===== config.mk =====
export PLATFORM = sky130hd
export DESIGN_NAME = i2c_slave_rx_ctrl
export DESIGN_NICKNAME = d
export VERILOG_FILES = /design/src/rtl/i2c_slave_rx_ctrl.sv
export SDC_FILE = /design/constraint.sdc
export NUM_CORES = 1
export LEC_CHECK = 0
export ABC_AREA = 1
export CORE_MARGIN = 2
export CORE_UTILIZATION = 42
export CTS_BUF_LIST = sky130_fd_sc_hd__clkbuf_16
export DETAILED_ROUTE_END_ITERATION = 8
export PLACE_DENSITY = 0.74
export SYNTH_ARGS = -nofsm -noshare
export SYNTH_HDL_FRONTEND = slang
export SYNTH_SLANG_ARGS = --single-unit

===== constraint.sdc =====
create_clock -name clk -period 1.2 [get_ports clk]
set_input_delay 0.24 -clock clk [delete_from_list [all_inputs] [get_ports clk]]
set_output_delay 0.24 -clock clk [all_outputs]
set_load 0.02 [all_outputs]

===== src/rtl/i2c_slave_rx_ctrl.sv =====
// Receive-side I2C slave controller: detects START/STOP, strobes an external
// MSB-first shift register, ACKs its write address and accepted data bytes.
module i2c_slave_rx_ctrl #(
  parameter logic [6:0] SLAVE_ADDR = 7'h50,
  parameter int         NUM_BITS   = 8
) (
  input  logic       clk,
  input  logic       n_rst,
  input  logic       scl,
  input  logic       sda_in,
  input  logic [7:0] rx_data,
  input  logic       rx_ready,
  output logic       shift_enable,
  output logic       sda_out_low,
  output logic       byte_valid,
  output logic [7:0] rx_byte,
  output logic       busy,
  output logic [2:0] dbg_state_o
);

  typedef enum logic [2:0] {
    IDLE      = 3'd0,
    ADDR      = 3'd1,
    ADDR_ACK  = 3'd2,
    DATA      = 3'd3,
    DATA_ACK  = 3'd4,
    WAIT_STOP = 3'd5
  } state_t;

  localparam logic [2:0] LAST_BIT = 3'(NUM_BITS - 1);

  state_t     state_q, state_d;
  logic [2:0] bit_cnt_q, bit_cnt_d;
  logic       full_q, full_d;
  logic       scl_q, sda_q;
  logic       sda_low_q, sda_low_d;
  logic       byte_valid_q, byte_valid_d;
  logic [7:0] rx_byte_q, rx_byte_d;

  logic scl_rise, scl_fall, start_cond, stop_cond;

  assign scl_rise   = scl & ~scl_q;
  assign scl_fall   = ~scl & scl_q;
  assign start_cond = scl & scl_q & sda_q & ~sda_in;
  assign stop_cond  = scl & scl_q & ~sda_q & sda_in;

  always_ff @(posedge clk or negedge n_rst) begin
    if (!n_rst) begin
      state_q      <= IDLE;
      bit_cnt_q    <= 3'd0;
      full_q       <= 1'b0;
      scl_q        <= 1'b1;
      sda_q        <= 1'b1;
      sda_low_q    <= 1'b0;
      byte_valid_q <= 1'b0;
      rx_byte_q    <= 8'h00;
    end else begin
      state_q      <= state_d;
      bit_cnt_q    <= bit_cnt_d;
      full_q       <= full_d;
      scl_q        <= scl;
      sda_q        <= sda_in;
      sda_low_q    <= sda_low_d;
      byte_valid_q <= byte_valid_d;
      rx_byte_q    <= rx_byte_d;
    end
  end

  // full_q marks that all bits of the byte are in, so the following SCL fall
  // is the ACK decision rather than the fall that ends the START condition.
  always_comb begin
    state_d      = state_q;
    bit_cnt_d    = bit_cnt_q;
    full_d       = full_q;
    sda_low_d    = sda_low_q;
    byte_valid_d = 1'b0;
    rx_byte_d    = rx_byte_q;
    shift_enable = 1'b0;
    if (start_cond) begin
      state_d   = ADDR;
      bit_cnt_d = 3'd0;
      full_d    = 1'b0;
      sda_low_d = 1'b0;
    end else if (stop_cond) begin
      state_d   = IDLE;
      bit_cnt_d = 3'd0;
      full_d    = 1'b0;
      sda_low_d = 1'b0;
    end else begin
      case (state_q)
        ADDR, DATA: begin
          if (scl_rise && !full_q) begin
            shift_enable = 1'b1;
            bit_cnt_d    = bit_cnt_q + 3'd1;
            if (bit_cnt_q == LAST_BIT) full_d = 1'b1;
          end else if (scl_fall && full_q) begin
            full_d = 1'b0;
            if (state_q == ADDR) begin
              // Only writes to our address are ACKed; reads are NACKed.
              if (rx_data[7:1] == SLAVE_ADDR && !rx_data[0]) begin
                sda_low_d = 1'b1;
                state_d   = ADDR_ACK;
              end else begin
                state_d = WAIT_STOP;
              end
            end else if (rx_ready) begin
              byte_valid_d = 1'b1;
              rx_byte_d    = rx_data;
              sda_low_d    = 1'b1;
              state_d      = DATA_ACK;
            end else begin
              state_d = WAIT_STOP;
            end
          end
        end
        ADDR_ACK, DATA_ACK: begin
          if (scl_fall) begin
            sda_low_d = 1'b0;
            bit_cnt_d = 3'd0;
            state_d   = DATA;
          end
        end
        default: ;
      endcase
    end
  end

  assign sda_out_low = sda_low_q;
  assign byte_valid  = byte_valid_q;
  assign rx_byte     = rx_byte_q;
  assign busy        = (state_q != IDLE);
  assign dbg_state_o = state_q;

endmodule


== Word level (Yosys, flattened, before mapping) ==
Cells that the tools add are included.

* Register bits after elaboration: 19
* Latch bits: 0
* Memory bits (writable): 0
* Memory bits (read-only): 0
* Input port bits: 13
* Output and inout bits: 15
* Logic and storage cells: 93
* Memories kept: 0

* Add/subtract/negate cells: 1
* $mul: 0
* Divide/modulo/power cells: 0
* Order comparisons: 0
* Equal/unequal tests: 13
* Shifts and indexed selects: 0
* Mux-type cells: 40
* Bitwise operators: 15
* Reduce and logical (&&, ||, !) cells: 16

{| class="wikitable"
|+ Operator list
! cell !! number
|-
| $mux W3 || 11
|-
| $mux W1 || 26
|-
| $ne A4 B4 Y1 const B || 4
|-
| $pmux W3 S2 || 2
|-
| $ne A5 B5 Y1 const B || 2
|-
| $not A1 Y1 || 8
|-
| $reduce_bool A4 Y1 || 2
|-
| $and A1 B1 Y1 || 7
|-
| $eq A7 B7 Y1 const B || 1
|-
| $reduce_and A7 Y1 || 1
|-
| $eq A3 B2 Y1 const B || 2
|-
| $eq A3 B3 Y1 const B || 2
|-
| $reduce_and A3 Y1 || 2
|-
| $reduce_and A6 Y1 || 1
|-
| $reduce_bool A3 Y1 || 2
|-
| $ne A4 B3 Y1 const B || 1
|-
| $reduce_and A4 Y1 || 1
|-
| $reduce_or A2 Y1 || 2
|-
| $add A3 B1 Y3 const B || 1
|-
| $eq A3 B1 Y1 const B || 1
|-
| $logic_and A1 B1 Y1 || 3
|-
| $logic_not A1 Y1 || 2
|-
| $pmux W1 S2 || 1
|}

== Depth between registers and ports, before layout ==
Gate-level depths: netlist of run 1.

* Depth after elaboration: 9
* Mapped depth: 10
* Mapped depth without buffers: 10

== Worst setup path before layout of run 1 ==
No wires, ideal clock.

* Path kind: reg2out
* Start: register state_q[0] (netlist: dbg_state_o[0])
* End: output port shift_enable
* Arrival time: 1.185 ns
* Required time: 0.960 ns
* Path slack: -0.225 ns
* Stages on the path, launching flop included: 5
* Buffers on the path: 0
* Cell sequence: dfrtp_1 > inv_1 > nor2_4 > inv_1 > nor2_1

* Cells in the longest elaborated chain, start to end: 5
* Elaborated cells between the ends (all ways): 6

{| class="wikitable"
|+ RTL lines
! what !! line !! RTL
|-
| from (decl) || 32 || <nowiki>state_t state_q, state_d;</nowiki>
|-
| from (signal assigned) || 58 || <nowiki>state_q <= state_d;</nowiki>
|-
| $eq A3 B1 Y1 / $eq A3 B2 Y1 (equally long branches) || 90 || <nowiki>case (state_q)</nowiki>
|-
| $reduce_or A2 Y1 * || 90 ||
|-
| $mux W1 * || 90 ||
|-
| $mux W1 * || 84 || <nowiki>end else if (stop_cond) begin</nowiki>
|-
| $mux W1 * || 79 || <nowiki>if (start_cond) begin</nowiki>
|-
| to (decl) || 13 || <nowiki>output logic shift_enable,</nowiki>
|}

Mark *: on every way between the ends. The rest lies on a longest branch, timed or not.

== Final worst setup path of run 1 ==
* Start: register state_q[2] (netlist: dbg_state_o[2])
* End: register state_q[0] (netlist: dbg_state_o[0])

* Cells in the longest elaborated chain, start to end: 7
* Elaborated cells between the ends (all ways): 17

{| class="wikitable"
|+ RTL lines
! what !! line !! RTL
|-
| $eq A3 B1 Y1 || 90, 98 ||
|-
| $mux W3 || 98 || <nowiki>if (state_q == ADDR) begin</nowiki>
|-
| $mux W3 || 96 || <nowiki>end else if (scl_fall && full_q) begin</nowiki>
|-
| $mux W3 || 92 || <nowiki>if (scl_rise && !full_q) begin</nowiki>
|-
| $pmux W3 S2 || 90 ||
|-
| $mux W3 || 84 ||
|-
| $mux W3 || 79 ||
|}

Several ways; a longest one is shown, not always the timed one. The select of a mux whose other input is x is not followed.
A chain may end at the register's enable or synchronous reset.

==> results of run 1 <==
==> power groups by stage <==
stage / Sequential, mW / Clock [mW] / Combinational, mW
detailed placement: 0.858 / 0 / 1.50
global placement: 0.854 / 0 / 1.45
finish: 0.860 / 0.699 / 1.89
CTS: 0.847 / 0.686 / 1.67
floorplan: 0.988 / 0 / 0.648
global route: 0.874 / 0.716 / 2.02
==> final timing paths <==
check | endpoint | cells past startpoint | start
setup / recovery | dbg_state_o[0] | 12 | dbg_state_o[2]
hold / removal | scl_q | 2 | scl
setup reg to reg | dbg_state_o[0] | 12 | dbg_state_o[2]
hold reg to reg | sda_out_low | 2 | sda_out_low
max in group asynchronous | dbg_state_o[0] | 2 | n_rst
min in group asynchronous | bit_cnt_q[0] | 2 | n_rst
==> cells in the final DEF, fill, tap and decap left out, drive strengths merged <==
cell and instances:
dlymetal6s2s 1, dfrtp 17, clkdlybuf4s50 11, clkinv 1
nand4 1, dlygate4sd2 1, dfstp 2, buf 41
ha 2, clkdlybuf4s15 6, inv 22, nand2 52
o21ai 11, nor2 13, nand3 11, a21oi 1
clkbuf 5
==> cell families after synthesis <==
kind of cell,Yosys count,share of synthesized area
and+or+nand+nor,77,0.330
adders and majority gates,2,0.0248
AOI/OAI and AO/OA,12,0.0819
DFF,19,0.474
buffers and inverters,23,0.0893
==> metal layers <==
metal,vias up,routed length (um),share of wire
met1,532,1310,0.36
met4,0,176,0.049
met2,49,1920,0.53
met5,-,0,0
li1,537,-,-
met3,15,197,0.055
==> flip-flops by register name, indices dropped and copies added (netlist names) <==
name         count
bit_cnt_q        3
byte_valid       1
dbg_state_o      3
full_q           1
rx_byte          8
scl_q            1
sda_out_low      1
sda_q            1
==> worst register-to-register path, cell delays in order (launching register included) <==
cell	delay [ns]
dfrtp_2	0.39
buf_4	0.14
inv_2	0.06
buf_4	0.14
nand3_4	0.09
nand2_1	0.09
nand2_1	0.08
inv_1	0.09
nand2_1	0.08
nand2_2	0.08
nand2_1	0.09
nand2_1	0.07
nand2_1	0.04
==> layout make-up <==
class,instances,area [um^2],share of cell area
clock buffer,3,75.1,0.0397
multi-input combinational,91,622,0.329
timing repair buffer,62,573,0.303
inverter,22,100,0.0529
clock inverter,1,3.75,0.00199
tap,28,35.0,0.0185
sequential,19,482,0.255
==> cells in the mapped netlist <==
cell type / instances
nor2_2: 1
buf_4: 1
nor2_4: 2
nand4_1: 1
dfrtp_1: 17
nand3_1: 9
inv_1: 21
nand2_1: 52
ha_1: 2
o21ai_2: 6
a21oi_1: 1
o21ai_0: 5
inv_2: 1
nand3_2: 2
nor2_1: 10
dfstp_2: 2
==> through the flow <==
stage / util / setup TNS (ns) / setup slack (ns) / cells / hold WS (ns)
after global placement: 0.687 / -6.93 / -0.655 / 214 / 0.458
after detailed placement: 0.687 / -8.00 / -0.707 / 214 / 0.469
after global routing: 0.846 / -5.11 / -0.405 / 226 / 0.290
after floorplan: - / -0.435 / -0.0517 / 133 / -0.0556
final: 0.846 / -4.23 / -0.353 / 226 / 0.280
after CTS: 0.801 / -3.36 / -0.257 / 221 / 0.290
==> timing repair <==
item | 4_1_cts | 5_1_grt
pin swaps | 11 | 9
cloned | 1 | 0
gates resized for setup | 87 | 31
endpoints found under the setup margin | 32 | 25
buffers inserted | 2 | 5
==> results.md, run 1 <==
- Setup violators final: 19
- Max-slew headroom: 0.852
- CTS tree: done
- CTS buffer count: 3
- Max incr delay on CP: 0.39 ns
- Most used routing layer: met2
- Comb pwr share: 0.548
- RePlAce Congestion: 0.872
- Critical Path End Type: flip-flop
- Reg2Reg Setup Slack: -0.35 ns
- CP max stage cell: dfrtp_2
- Synthesized net count: 148
- Dpl hpwl: 1.92 mm
- Fmax achieved: 644 MHz
- Failing checks: setup timing
- Layout filler cell count: 126
- Skew-Pair Late Insertion Delay: 0.25 ns
- Power share of the clock group: 0.203
- Yosys top cell area share: 0.422
- Worst min path class: input port to flip-flop
- Sw frac: 0.408
- Hold Vio Cnt, Final: 0
- Largest net degree at the start of global routing: 14
- Clk_skew: 0.00256 ns
- Global-route wire length before repair: 5.20 mm
- Area delta synth->final: 87.5%
- Routed WL per cell: 15.9 um
- Synthesized area: 1010 um^2
- Grt met1 use: 0.299
- Period utilization: 1.29
- CP max FO: 4
- Total die area: 2810 um^2
- Clk sinks: 19
- Initial antenna violation count: 0
- Core Footprint: 2230 um^2
- Routed WL: 3.60 mm
- Required time of the critical path: 1.35 ns
- Status: complete, but fails checks
- Unique cell type count in the Yosys netlist: 16
- Clock buffer depth: 2
- Leakage power: 0.969 nW
- Pint: 2.04 mW
- Mapped Avg Cell Area: 7.58 um^2
- Switching power total: 1.41 mW
- Synth warn: 0
- Critical path class: flip-flop to flip-flop
- Number of global-route vias before repair: 1,186
- Clock root cell: clkbuf_16
- Met3 usage: 0.0395
- Worst path bufs/invs: 4
- Final Critical Period: 1.55 ns
- Port Buffer Count: 27
- CP Cell Sequence: buf_4 -> inv_2 -> buf_4 -> nand3_4 -> nand2_1 -> nand2_1 -> inv_1 -> nand2_1 -> nand2_2 -> nand2_1 -> nand2_1 -> nand2_1
- H-tree levels: 1
- Cell Area, Placed: 1540 um^2
- Unrepaired setup endpoints after global routing: yes
- CP arrival: 1.70 ns
- Setup crit start kind: flip-flop
- Max Cap Violations: 0
- Initial core utilization: 0.452
- GR Util met2: 0.483
- Share of cells above drive strength 1: 0.525
- Seq/Total Area, Yosys: 0.474
- Antenna Nets Post-Route: 0
- Fin area: 1890 um^2
- Via count: 1,133
- Flop pwr share: 0.249
- Post-synth top area cell: dfrtp_1
- Final #Nets: 214
- CP most frequent cell: nand2_1
- Number of I/O pins: 28
- Congestion Overflow GR: 0
- DIE WIDTH: 53 um
- Ranking of synthesized cells by area: dfrtp_1, nand2_1, inv_1, dfstp_2, o21ai_2
- Reg clk slew, reported paths: 0.06 ns
- Worst Max-Slew Pin Slew: 0.222 ns
- Cts hold-fix bufs: 0
- Overall Power: 3.45 mW
- Max VDD drop: 1.33 mV
- Drt drc: 0
- Initial DRT Pass Iterations: 4
- Final WS setup: -0.353 ns
- Antenna diode count: 0
- Top Family by Delay on Critical Path: simple AND/OR/NAND/NOR gates
- Syn Inst Count: 133
- Total global-route track usage: 0.268
- Synthesized flop and latch total: 19
- Power Density: 1820 nW/um^2
- Drt initial violations: 26
- Pins over their slew limit: 0
- Num rows: 17
- Chip height: 53 um
- Via density per instance: 5.01
Power figures use the tool's default switching activity.
==> run 2, diff against run 1 <==
Settings changed: CTS_BUF_LIST sky130_fd_sc_hd__clkbuf_16 to default.
==> run 2 against run 1 <==
The run still ends with setup timing left. Global-route usage shrank 4.0 points. Fmax rose by 4.0%. Combinational power fell by 7%. Largest cell class unchanged. Highest routed layer unchanged.
==> results.md, run 2 (synthesis gave the netlist of run 1 again) <==
- Flop pwr share: 0.295 (+0.046)
- CP startpoint: scl_q
- Initial DRT Pass Iterations: 4 (unchanged)
- Area delta synth->final: 75.4%
- Antenna Nets Post-Route: 0 (unchanged)
- CTS tree: done
- Setup violators final: 22 (+3)
- Max VDD drop: 1.28 mV (-3.4%)
- Power share of the clock group: 0.109 (-0.094)
- Final WS setup: -0.294 ns (+0.0591 ns)
- Clock buffer depth: 2 (unchanged)
- RePlAce Congestion: 0.872 (unchanged)
- Drt drc: 0 (unchanged)
- Most common cell after layout, fill and taps aside: nand2_1
- Leakage power: 0.935 nW (-3.5%)
- Worst min path class: input port to async pin
- Power Density: 1660 nW/um^2 (-8.8%)
- Worst Max-Slew Pin Slew: 0.201 ns (-0.0213 ns)
- Pint: 1.71 mW (-16%)
- Final #Nets: 211 (-1.4%)
- Number of I/O pins: 28 (unchanged)
- Sw frac: 0.420 (+0.0116)
- Hold Vio Cnt, Final: 0 (unchanged)
- Pins over their slew limit: 0 (unchanged)
- Core Footprint: 2230 um^2 (unchanged)
- Total global-route track usage: 0.228 (-0.0401)
- CP max stage cell: dfstp_2
- Critical Path End Type: flip-flop
- Drt initial violations: 10 (-62%)
- Worst path bufs/invs: 3 (-1)
- Worst path depth: 8 (-4)
- Initial core utilization: 0.452 (unchanged)
- Port Buffer Count: 27 (unchanged)
- Congestion Overflow GR: 0 (unchanged)
- Reg2Reg Setup Slack: -0.29 ns (+0.06 ns)
- Final Critical Period: 1.49 ns (-0.0591 ns)
- Dpl hpwl: 1.92 mm (unchanged)
- Routed WL: 2.83 mm (-22%)
- Critical path class: flip-flop to flip-flop
- Routed WL per cell: 12.7 um (-20%)
- Clk sinks: 19 (unchanged)
- Period utilization: 1.24 (-0.0492)
- DIE WIDTH: 53 um (unchanged)
- Non-Filler Instances: 223 (-1.3%)
- Chip height: 53 um (unchanged)
- Max-slew headroom: 0.866 (+0.0141)
- Switching power total: 1.24 mW (-12%)
- Num rows: 17 (unchanged)
- Via density per instance: 4.90 (-2.2%)
- Worst reg2reg startpoint: scl_q
- Cell Area, Placed: 1540 um^2 (unchanged)
- FF-to-FF path depth: 8 (-4)
- Status: complete, but fails checks
- Number of global-route vias before repair: 1,154 (-2.7%)
- Max FFs per register: 8 (unchanged)
- Initial antenna violation count: 0 (unchanged)
- Unrepaired setup endpoints after global routing: yes
- H-tree levels: 1 (unchanged)
- Fmax achieved: 670 MHz (+4.0%)
- Antenna diode count: 0 (unchanged)
- Via count: 1,093 (-3.5%)
- Most frequent cells in the layout: nand2_1, buf_4, inv_1
- Worst setup path end: rx_byte[6]
- Global-route wire length before repair: 4.57 mm (-12%)
- CTS buffer count: 3 (unchanged)
- Clk_skew: 0.000786 ns (-0.00177 ns)
- Share of cells above drive strength 1: 0.497 (-0.0278)
- Fin area: 1770 um^2 (-6.4%)
- Largest net degree at the start of global routing: 14 (unchanged)
- Max Cap Violations: 0 (unchanged)
- CP max FO: 8 (+4)
- Failing checks: setup timing
- CP Cell Sequence: buf_6 -> buf_12 -> nand3_4 -> nor2_4 -> nand3_4 -> buf_12 -> nand2_4 -> o21ai_2
- Required time of the critical path: 1.39 ns (+0.04 ns)
- Top Family by Delay on Critical Path: flip-flops
- Post-placement cell count: 214 (unchanged)
- Reg clk slew, reported paths: 0.11 ns (+0.05 ns)
- Comb pwr share: 0.596 (+0.048)
- Setup crit start kind: flip-flop
- Worst flop-to-flop path endpoint: rx_byte[6]
- Total die area: 2810 um^2 (unchanged)
- Skew-Pair Late Insertion Delay: 0.29 ns (+0.04 ns)
- Max incr delay on CP: 0.56 ns (+0.17 ns)
- Clock root cell: clkbuf_4
- CP arrival: 1.68 ns (-0.02 ns)
## run 2: cell types whose count changed in the layout (fill, tap and decap cells not counted), moves of 2 or more
cell	delta
buf_2	+8
buf_4	-4
clkbuf_16	-3
clkbuf_2	-2
clkbuf_4	+3
clkdlybuf4s15_1	-2
clkdlybuf4s15_2	-4
## run 2: per-stage QoR
step	power, mW	hold WS, ns	TNS [ns]	setup slack (ns)	util
2_1_floorplan	1.64	-0.0556	-0.435	-0.0517	-
3_3_place_gp	2.30	0.458	-6.93	-0.655	0.687
3_5_place_dp	2.36	0.469	-8.00	-0.707	0.687
4_1_cts	2.82	0.233	-3.76	-0.245	0.751
5_1_grt	3.15	0.250	-6.34	-0.369	0.792
6_report	2.94	0.233	-4.76	-0.294	0.792
## run 2: power by group through the flow
stage	combinational [mW]	clock [mW]	sequential (mW)
finish	1.76	0.320	0.868
global route	1.92	0.347	0.882
CTS	1.63	0.327	0.859
detailed placement	1.50	0	0.858
global placement	1.45	0	0.854
floorplan	0.648	0	0.988
## run 2: layout make-up
cell class | count | area (um^2)
multi-input combinational | 91 | 604
fill | 151 | 464
clock buffer | 4 | 26.3
inverter | 22 | 97.6
sequential | 19 | 482
tap | 28 | 35.0
timing repair buffer | 59 | 524
## run 2: how the worst min path moves through the flow
stage / depth (start not counted) / endpoint / start / slack [ns]
5_1_grt: 2 / bit_cnt_q[1] / n_rst / 0.25
3_3_place_gp: 2 / sda_out_low / sda_out_low / 0.46
3_5_place_dp: 2 / sda_out_low / sda_out_low / 0.47
4_1_cts: 2 / bit_cnt_q[1] / n_rst / 0.23
2_1_floorplan: 0 / bit_cnt_q[0] / n_rst / -0.06
6_report: 2 / bit_cnt_q[1] / n_rst / 0.23
## run 2: timing repair
item / in CTS / in global routing
endpoints found under the hold margin: 0 / 0
endpoints found under the setup margin: 32 / 23
gates cloned: 1 / 0
hold buffers: 0 / 0
resized for setup: 93 / 27
buffers inserted: 2 / 3
pin swaps: 11 / 8
## run 2: layer usage
metal | vias up | GRT usage | wire length [um]
met5 | - | 0 | 0
met4 | 0 | 0.107 | 59
met3 | 8 | 0.0678 | 191
met2 | 39 | 0.417 | 1480
met1 | 513 | 0.234 | 1100
li1 | 533 | - | -
